`src/rtl/msg_scheduler.sv`:
```
// Round-robin message scheduler: picks a pending (or auto-cycled) message and
// streams its characters from an external store to a byte-wide serial transmitter.
module msg_scheduler #(
    parameter int unsigned LEN0 = 11,
    parameter int unsigned LEN1 = 10,
    parameter int unsigned LEN2 = 7,
    parameter int unsigned LEN3 = 4,
    parameter int unsigned GAP  = 16
) (
    input  logic       sysclk,
    input  logic       rst_n,
    input  logic [3:0] req,
    input  logic       auto_en,
    output logic [1:0] rom_sel,
    output logic [3:0] rom_addr,
    input  logic [7:0] rom_data,
    output logic [7:0] tx_data,
    output logic       tx_start,
    input  logic       tx_busy,
    output logic       busy,
    output logic       done,
    output logic [1:0] cur_msg
);

    typedef enum logic [2:0] {
        S_IDLE  = 3'd0,
        S_FETCH = 3'd1,
        S_SEND  = 3'd2,
        S_DRAIN = 3'd3,
        S_GAP   = 3'd4
    } state_t;

    localparam logic [7:0] GAP_LAST = (GAP == 0) ? 8'd0 : 8'(GAP - 1);

    state_t     state;
    logic [3:0] pending;
    logic [1:0] last;
    logic [7:0] gap_cnt;

    logic [3:0] req_all_c;
    logic [1:0] grant_idx_c;
    logic [1:0] cand_c;
    logic       found_c;
    logic       grant_vld_c;

    function automatic logic [3:0] last_addr(input logic [1:0] sel);
        case (sel)
            2'd0:    return 4'(LEN0 - 1);
            2'd1:    return 4'(LEN1 - 1);
            2'd2:    return 4'(LEN2 - 1);
            default: return 4'(LEN3 - 1);
        endcase
    endfunction

    // Round-robin search from last+1; a same-cycle req is visible to the grant.
    always_comb begin
        req_all_c   = pending | req;
        found_c     = 1'b0;
        cand_c      = 2'd0;
        grant_idx_c = 2'(last + 2'd1);
        for (int k = 1; k <= 4; k++) begin
            cand_c = 2'(last + 2'(k));
            if (!found_c && req_all_c[cand_c]) begin
                found_c     = 1'b1;
                grant_idx_c = cand_c;
            end
        end
        grant_vld_c = found_c | auto_en;
    end

    always_ff @(posedge sysclk or negedge rst_n) begin
        if (!rst_n) begin
            state    <= S_IDLE;
            pending  <= 4'd0;
            last     <= 2'd3;
            rom_sel  <= 2'd0;
            rom_addr <= 4'd0;
            tx_data  <= 8'd0;
            tx_start <= 1'b0;
            busy     <= 1'b0;
            done     <= 1'b0;
            cur_msg  <= 2'd0;
            gap_cnt  <= 8'd0;
        end else begin
            done    <= 1'b0;
            pending <= pending | req;
            case (state)
                S_IDLE: begin
                    if (grant_vld_c) begin
                        state    <= S_FETCH;
                        rom_sel  <= grant_idx_c;
                        rom_addr <= 4'd0;
                        cur_msg  <= grant_idx_c;
                        last     <= grant_idx_c;
                        busy     <= 1'b1;
                        pending  <= req_all_c & ~(4'b0001 << grant_idx_c);
                    end
                end
                S_FETCH: begin
                    tx_data  <= rom_data;
                    tx_start <= 1'b1;
                    state    <= S_SEND;
                end
                S_SEND: begin
                    if (tx_busy) begin
                        tx_start <= 1'b0;
                        state    <= S_DRAIN;
                    end
                end
                S_DRAIN: begin
                    if (!tx_busy) begin
                        if (rom_addr == last_addr(rom_sel)) begin
                            done    <= 1'b1;
                            gap_cnt <= 8'd0;
                            state   <= S_GAP;
                        end else begin
                            rom_addr <= rom_addr + 4'd1;
                            state    <= S_FETCH;
                        end
                    end
                end
                S_GAP: begin
                    if (gap_cnt == GAP_LAST) begin
                        state <= S_IDLE;
                        busy  <= 1'b0;
                    end else begin
                        gap_cnt <= gap_cnt + 8'd1;
                    end
                end
                default: begin
                    state    <= S_IDLE;
                    tx_start <= 1'b0;
                    busy     <= 1'b0;
                end
            endcase
        end
    end

endmodule

```
`config.mk`:
```
export PLATFORM = sky130hd
export DESIGN_NAME = msg_scheduler
export DESIGN_NICKNAME = d
export VERILOG_FILES = /design/src/rtl/msg_scheduler.sv
export SDC_FILE = /design/constraint.sdc
export NUM_CORES = 1
export LEC_CHECK = 0
export BUFFER_PORTS_ARGS = -buffer_cell sky130_fd_sc_hd__buf_2
export CORE_ASPECT_RATIO = 1.5
export CORE_UTILIZATION = 50
export DETAILED_ROUTE_END_ITERATION = 10
export PLACE_DENSITY = 0.73
export SETUP_SLACK_MARGIN = 0.5
export SLEW_MARGIN = 10
export SYNTH_ARGS = -nofsm -noshare
export SYNTH_HDL_FRONTEND = slang
export SYNTH_SLANG_ARGS = --single-unit
```
`constraint.sdc`:
```
create_clock -name sysclk -period 2.2 [get_ports sysclk]
set_input_delay 0.11 -clock sysclk [delete_from_list [all_inputs] [get_ports sysclk]]
set_output_delay 0.11 -clock sysclk [all_outputs]
set_load 0.005 [all_outputs]
```
==> flow_summary.yaml, run 1 <==
final_layout:
  final_cell_mix: "34 x buf_2, 27 x dfrtp_1, 24 x buf_4, 14 x nand2_1, 9 x nor2_1"
  ratio_of_cells_with_drive_above_1_in_the_final_layout_pct: 54.2
  area_of_the_multi_input_gates_um2: 1170
  num-fill-cells: 235
  combined_flip_flop_and_latch_cell_area_um2: 860
  finalNonFillerCells: 295
  n_antenna_cell: 0
  final_net_count: 270
  synthToLayoutAreaGrowth_pct: 43.4
  layout_commonest_cell: "buf_2"
critical_path:
  path_max_fanout: 11
  critPathTopFamily: "simple AND/OR/NAND/NOR gates"
  timing.critical_path.cells: "nor3_1, or4b_4, nand2_4, a211oi_2, mux2i_1"
  arrival_time_at_the_worst_endpoint_ns: 2.11
  startpoint_types: "flip-flop"
  critPathCaptureType: "flip-flop"
  cp.required_ns: 2.36
  worstSetupPathType: "flip-flop to flip-flop"
  cp_slowest_stage_delay_ns: 0.57
  worst_path_max_delay_cell: "or4b_4"
  cp.buffers_inverters: 0
global_route:
  number_of_global_route_vias_before_repair: 1798
  maximum_number_of_pins_on_one_net_before_global_route_repair: 35
  overflow: 0
  number_of_antenna_violations_at_the_first_check_in_global_routing: 0
  globalRouteTotalUtil_pct: 25.2
  grt_first_pass_wirelength_mm: 7.61
sta:
  final_hold_viol_count: 0
  slew_worst_pin_ns: 0.763
  setup_viol: 0
  finalWorstPathRequiredPeriod_ns: 1.95
  slew_headroom_pct: 49.1
  final.period_utilization_pct: 88.9
  tns_ns: 0
  timing.final.max_slew_violations: 0
  grt_setup_unrepaired: "true"
  fmaxAchievable_mhz: 512
  skew_ns: 0.0107
synthesis:
  synthesis.nets: 205
  synth-warning-count: 0
  synth_enable_flop_cells: 0
  yosysUniqueCellTypes: 50
  ys.flop_type: "dfrtp_1"
  syn-mean-instance-area_um2: 9.94
  synthesis.area_um2: 1860
  synth-async-reset-ratio_pct: 100
  ys_seq_elements: 34
  syn_inst: 187
  ys_seq_area_share_pct: 45.9
pwr:
  power_density_nw_per_um2: 1300
  p_leak_nw: 1.10
  vdd_ir_drop_max_v: 0.000988
route:
  drt_pre_antenna_iters: 4
  wl_mm: 5.32
  wl_per_cell_um: 18.0
  avgViaCountPerCell: 6.09
  route.detailed.drc: 0
  initialDrtViolationCount: 60
  route.antenna.remaining_nets: 0
  via_count: 1796
die:
  start_util_pct: 53.4
  core_um2: 3480
  die_width_um: 51.8
  placement_rows: 26
  floorplan.io_pins: 35
  die-area_um2: 3970
  die_height_um: 76.7
clock_tree:
  cts_num_sinks: 34
  cts_htree_levels: 2
  cts_buffer_depth: 2
  cts-root-buf: "clkbuf_8"
  clkSlewWorstSetupHoldPaths_ns: 0.07
  cts_tree: "done"
  clk_latency_ns: 0.29
  tritoncts.num_buffers: 5
placement:
  io_buffers: 34
  dp_hpwl_mm: 3.18
  globalplace.congestion: 0.855
  dp.cells: 260
job:
  drv_cap: 0
outcome:
  outcome: "finished, final reports clean"
min_path:
  hold_path.class: "input port to flip-flop"
## path summary, 6_finish.rpt
check | startpoint | to | slack (ns) | depth (start not counted)
setup / recovery | state[2] | gap_cnt[3] | 0.25 | 5
setup reg to reg | state[2] | gap_cnt[3] | 0.25 | 5
min in group asynchronous | rst_n | rom_addr[2] | 0.43 | 2
max in group asynchronous | rst_n | state[2] | 1.22 | 2
hold / removal | rom_data[3] | tx_data[3] | 0.05 | 2
hold reg to reg | tx_data[6] | tx_data[6] | 0.50 | 1
## Yosys cell counts (2+ instances only)
cell type / count / area share (%)
nand3_1: 6 / 1.6
o2bb2ai_1: 2 / 0.94
nor2b_1: 4 / 1.3
nand2_1: 14 / 2.8
nor4_1: 3 / 1.0
clkbuf_8: 2 / 1.5
buf_4: 2 / 0.81
o21ai_0: 6 / 1.6
mux2i_1: 6 / 3.2
o21a_1: 2 / 0.81
nand2b_1: 4 / 1.3
or3b_2: 2 / 0.94
a211oi_1: 4 / 1.6
nand4_1: 3 / 1.0
o31ai_1: 3 / 1.2
o21bai_1: 2 / 0.81
and3_1: 4 / 1.3
ha_1: 2 / 1.3
dfrtp_1: 32 / 43
nor2_1: 19 / 3.8
or4_4: 2 / 1.2
inv_1: 4 / 0.81
a21oi_1: 14 / 3.8
nor3_1: 4 / 1.1
nand3b_1: 4 / 1.6
dfstp_2: 2 / 2.8
or2b_2: 2 / 0.94
xor2_1: 3 / 1.4
and2_1: 2 / 0.67
mux2_2: 8 / 4.8
## stage by stage
step	util (%)	setup WS, ns	total power [mW]	hold slack, ns	instance area [µm²]
4_1_cts	68.9	0.263	3.07	0.0514	2400
6_report	76.6	0.245	3.46	0.0550	2670
3_5_place_dp	59.6	0.165	2.20	0.215	2080
5_1_grt	76.6	0.189	3.65	0.0539	2670
2_1_floorplan	-	0.328	1.82	-0.186	1880
3_3_place_gp	59.6	0.268	2.12	0.211	2080
## worst register-to-register path, delay by kind of cell, from the launching register on
kind,cells,cell delay (ns)
AOI/OAI and AO/OA,1,0.06
DFF,1,0.50
muxes,1,0.13
and+or+nand+nor,3,1.15
## cells by family after synthesis
| group | after synthesis | synth area share, % |
|---|---|---|
| adders and majority gates | 2 | 1.35 |
| AOI/OAI and AO/OA | 43 | 15.0 |
| xor gates and xnor gates | 3 | 1.41 |
| and+or+nand+nor | 80 | 24.4 |
| muxes | 14 | 8.08 |
| DFF | 34 | 45.9 |
| buffers and inverters | 11 | 3.84 |
## repair_timing
action | 4_1_cts | 5_1_grt
resized for setup | 16 | 44
hold endpoints to repair | 32 | 0
setup buffers | 15 | 11
pin swaps | 9 | 21
setup endpoints to repair | 23 | 24
hold buffers | 1 | 0
## report_power, final
part | leakage (nW) | total [mW] | internal, mW | switching (mW)
Sequential | 0.386 | 1.15 | 0.895 | 0.252
Clock | 0.0714 | 0.711 | 0.483 | 0.228
Combinational | 0.646 | 1.60 | 0.812 | 0.790
Total | 1.10 | 3.46 | 2.19 | 1.27
## layout make-up
cell class,count,area share (%)
Sequential cell,34,32.3
Clock buffer,6,3.10
Clock inverter,2,2.25
Tap cell,42,1.97
Timing Repair Buffer,65,16.1
Inverter,4,0.563
Multi-Input combinational cell,142,43.8
## registers in the layout, indices dropped and copies added, names as in the netlist
signal    count
done          1
cur_msg       2
gap_cnt       8
rom_addr      4
last          2
busy          1
tx_start      1
pending       4
state         3
tx_data       8
## layer usage
layer | up-vias | global-route usage [%] | share of wire [%]
met1 | 892 | 26.9 | 36
met5 | - | 0 | 0
met4 | 0 | 10.5 | 3.7
li1 | 806 | - | -
met3 | 23 | 4.76 | 4.4
met2 | 75 | 46.0 | 56
Power figures use the tool's default switching activity.
==> run 2, diff against run 1 <==
--- a/config.mk
+++ b/config.mk
@@ -7,9 +7,9 @@
 export LEC_CHECK = 0
 export BUFFER_PORTS_ARGS = -buffer_cell sky130_fd_sc_hd__buf_2
 export CORE_ASPECT_RATIO = 1.5
-export CORE_UTILIZATION = 50
+export CORE_UTILIZATION = 55
 export DETAILED_ROUTE_END_ITERATION = 10
-export PLACE_DENSITY = 0.73
+export PLACE_DENSITY = 0.79
 export SETUP_SLACK_MARGIN = 0.5
 export SLEW_MARGIN = 10
 export SYNTH_ARGS = -nofsm -noshare
==> run 2 against run 1 <==
Net effect:
- utilization shrank 3.0 points
- maximum frequency fell by 0.45%
- setup slack worse by 0.0088 ns
- non-clock buffer count down 16
- critical endpoint unchanged
==> flow_summary.yaml, run 2 (synthesis results as in run 1) <==
pwr:
  p_seq_share_pct: 38.7
  p_switching_mw: 1.07
  internal-power_mw: 1.88
  power_density_nw_per_um2: 1250
  power.share.clock_pct: 20.1
  p_leak_nw: 0.987
  pwr-share-comb_pct: 41.1
  vdd_ir_drop_max_v: 0.000857
  switching_share_pct: 36.2
  totalPowerFinal_mw: 2.94
route:
  route.antenna.remaining_nets: 0
  drt_pre_antenna_iters: 4
  avgViaCountPerCell: 6.01
  initialDrtViolationCount: 64
  via_count: 1664
  route.detailed.drc: 0
  wl_mm: 4.25
  wl_per_cell_um: 15.3
sta:
  post-route-worst-setup-slack_ns: 0.236
  final.period_utilization_pct: 89.3
  skew_ns: 0.0159
  fmaxAchievable_mhz: 509
  timing.final.max_slew_violations: 0
  slew_worst_pin_ns: 0.745
  finalWorstPathRequiredPeriod_ns: 1.96
  grt_setup_unrepaired: "true"
  tns_ns: 0
  finalHoldWorstSlack_ns: 0.0502
  final_hold_viol_count: 0
  setup_viol: 0
  slew_headroom_pct: 50.3
global_route:
  globalRouteMet1Util_pct: 24.7
  maximum_number_of_pins_on_one_net_before_global_route_repair: 35
  overflow: 0
  groute.layer.met3.usage_pct: 4.79
  grt_most_used_layer: "met2"
  globalRouteTotalUtil_pct: 25.7
  number_of_antenna_violations_at_the_first_check_in_global_routing: 0
  globalRouteMet2Util_pct: 50.8
  grt_first_pass_wirelength_mm: 6.99
  number_of_global_route_vias_before_repair: 1668
critical_path:
  regToRegStartpoint: "pending[1]"
  worst_path_max_delay_cell: "or4b_4"
  cp.required_ns: 2.36
  worstReg2RegEnd: "gap_cnt[3]"
  rrSetupSlack_ns: 0.24
  worstSetupPathType: "flip-flop to flip-flop"
  critPathTopFamily: "simple AND/OR/NAND/NOR gates"
  count_of_cells_along_the_worst_register_to_register_path: 5
  timing.critical_path.cells: "or4_4, or4b_4, nand2_4, a211oi_2, mux2i_1"
  cp.buffers_inverters: 0
  arrival_time_at_the_worst_endpoint_ns: 2.12
  startpoint_types: "flip-flop"
  critPathCaptureType: "flip-flop"
  path_max_fanout: 4
  cp_slowest_stage_delay_ns: 0.60
min_path:
  worst_hold_path_startpoint: "rom_data[5]"
  worst_hold_path.num_cells: 2
  holdPathEnd: "tx_data[5]"
  hold_path.class: "input port to flip-flop"
placement:
  dp_hpwl_mm: 2.87
  io_buffers: 34
  globalplace.congestion: 0.867
  placed_instance_area_um2: 2070
  place_worst_setup_slack_ns: 0.219
  dp.cells: 258
final_layout:
  biggestRegsByFlops: "gap_cnt x8, tx_data x8"
  finalNonFillerCells: 277
  area_of_the_multi_input_gates_um2: 1020
  final_net_count: 254
  layout_commonest_cell: "buf_2"
  final_design_area_no_fill_um2: 2350
  combined_flip_flop_and_latch_cell_area_um2: 857
  num-fill-cells: 248
  ratio_of_cells_with_drive_above_1_in_the_final_layout_pct: 40.5
  n_antenna_cell: 0
  synthToLayoutAreaGrowth_pct: 26.3
  post-route-util_pct: 73.6
  final_cell_mix: "34 x buf_2, 29 x dfrtp_1, 18 x nor2_1, 14 x nand2_1, 14 x buf_4"
die:
  core_um2: 3190
  start_util_pct: 58.2
  die-area_um2: 3620
  die_height_um: 73.2
  placement_rows: 25
  die_width_um: 49.5
  floorplan.io_pins: 35
clock_tree:
  cts_buffer_depth: 2
  clkSlewWorstSetupHoldPaths_ns: 0.07
  clk_latency_ns: 0.29
  cts_num_sinks: 34
  cts_htree_levels: 2
  tritoncts.num_buffers: 5
  cts-root-buf: "clkbuf_8"
  cts_tree: "done"
outcome:
  outcome: "finished, final reports clean"
job:
  drv_cap: 0
run 2: cell type report:
| class | count | share of cell area, % |
|---|---|---|
| sequential | 34 | 36.5 |
| clock inverter | 1 | 1.28 |
| inverter | 4 | 0.640 |
| timing repair buffer | 49 | 12.2 |
| clock buffer | 7 | 3.68 |
| multi-input combinational | 142 | 43.6 |
| tap | 40 | 2.13 |
run 2: layer usage:
metal	vias to the layer above	wire (µm)	share of wire, %
li1	781	-	-
met1	821	1670	39
met2	49	2300	54
met3	13	149	3.5
met4	0	123	2.9
met5	-	0	0
run 2: power groups by stage:
stage | Clock, mW | Sequential [mW] | Combinational [mW]
after floorplan | 0 | 1.10 | 0.718
after global placement | 0 | 1.13 | 0.984
after detailed placement | 0 | 1.16 | 1.02
after CTS | 0.604 | 1.13 | 1.15
after global routing | 0.621 | 1.18 | 1.34
final | 0.592 | 1.14 | 1.21
run 2: worst max path at each step:
stage	start	to	slack (ns)	cells after the start
2_1_floorplan	pending[1]	gap_cnt[2]	0.33	5
3_3_place_gp	pending[1]	gap_cnt[2]	0.26	5
3_5_place_dp	cur_msg[1]	gap_cnt[7]	0.22	5
4_1_cts	cur_msg[1]	gap_cnt[7]	0.23	5
5_1_grt	pending[1]	gap_cnt[7]	0.18	5
6_report	pending[1]	gap_cnt[3]	0.24	5
run 2: what timing repair did:
| item | 4_1_cts | 5_1_grt |
|---|---|---|
| setup endpoints to repair | 24 | 23 |
| hold endpoints to repair | 32 | 0 |
| gates resized for setup | 12 | 6 |
| hold buffers | 1 | 0 |
| pin swaps | 7 | 5 |
| buffers inserted | 9 | 1 |
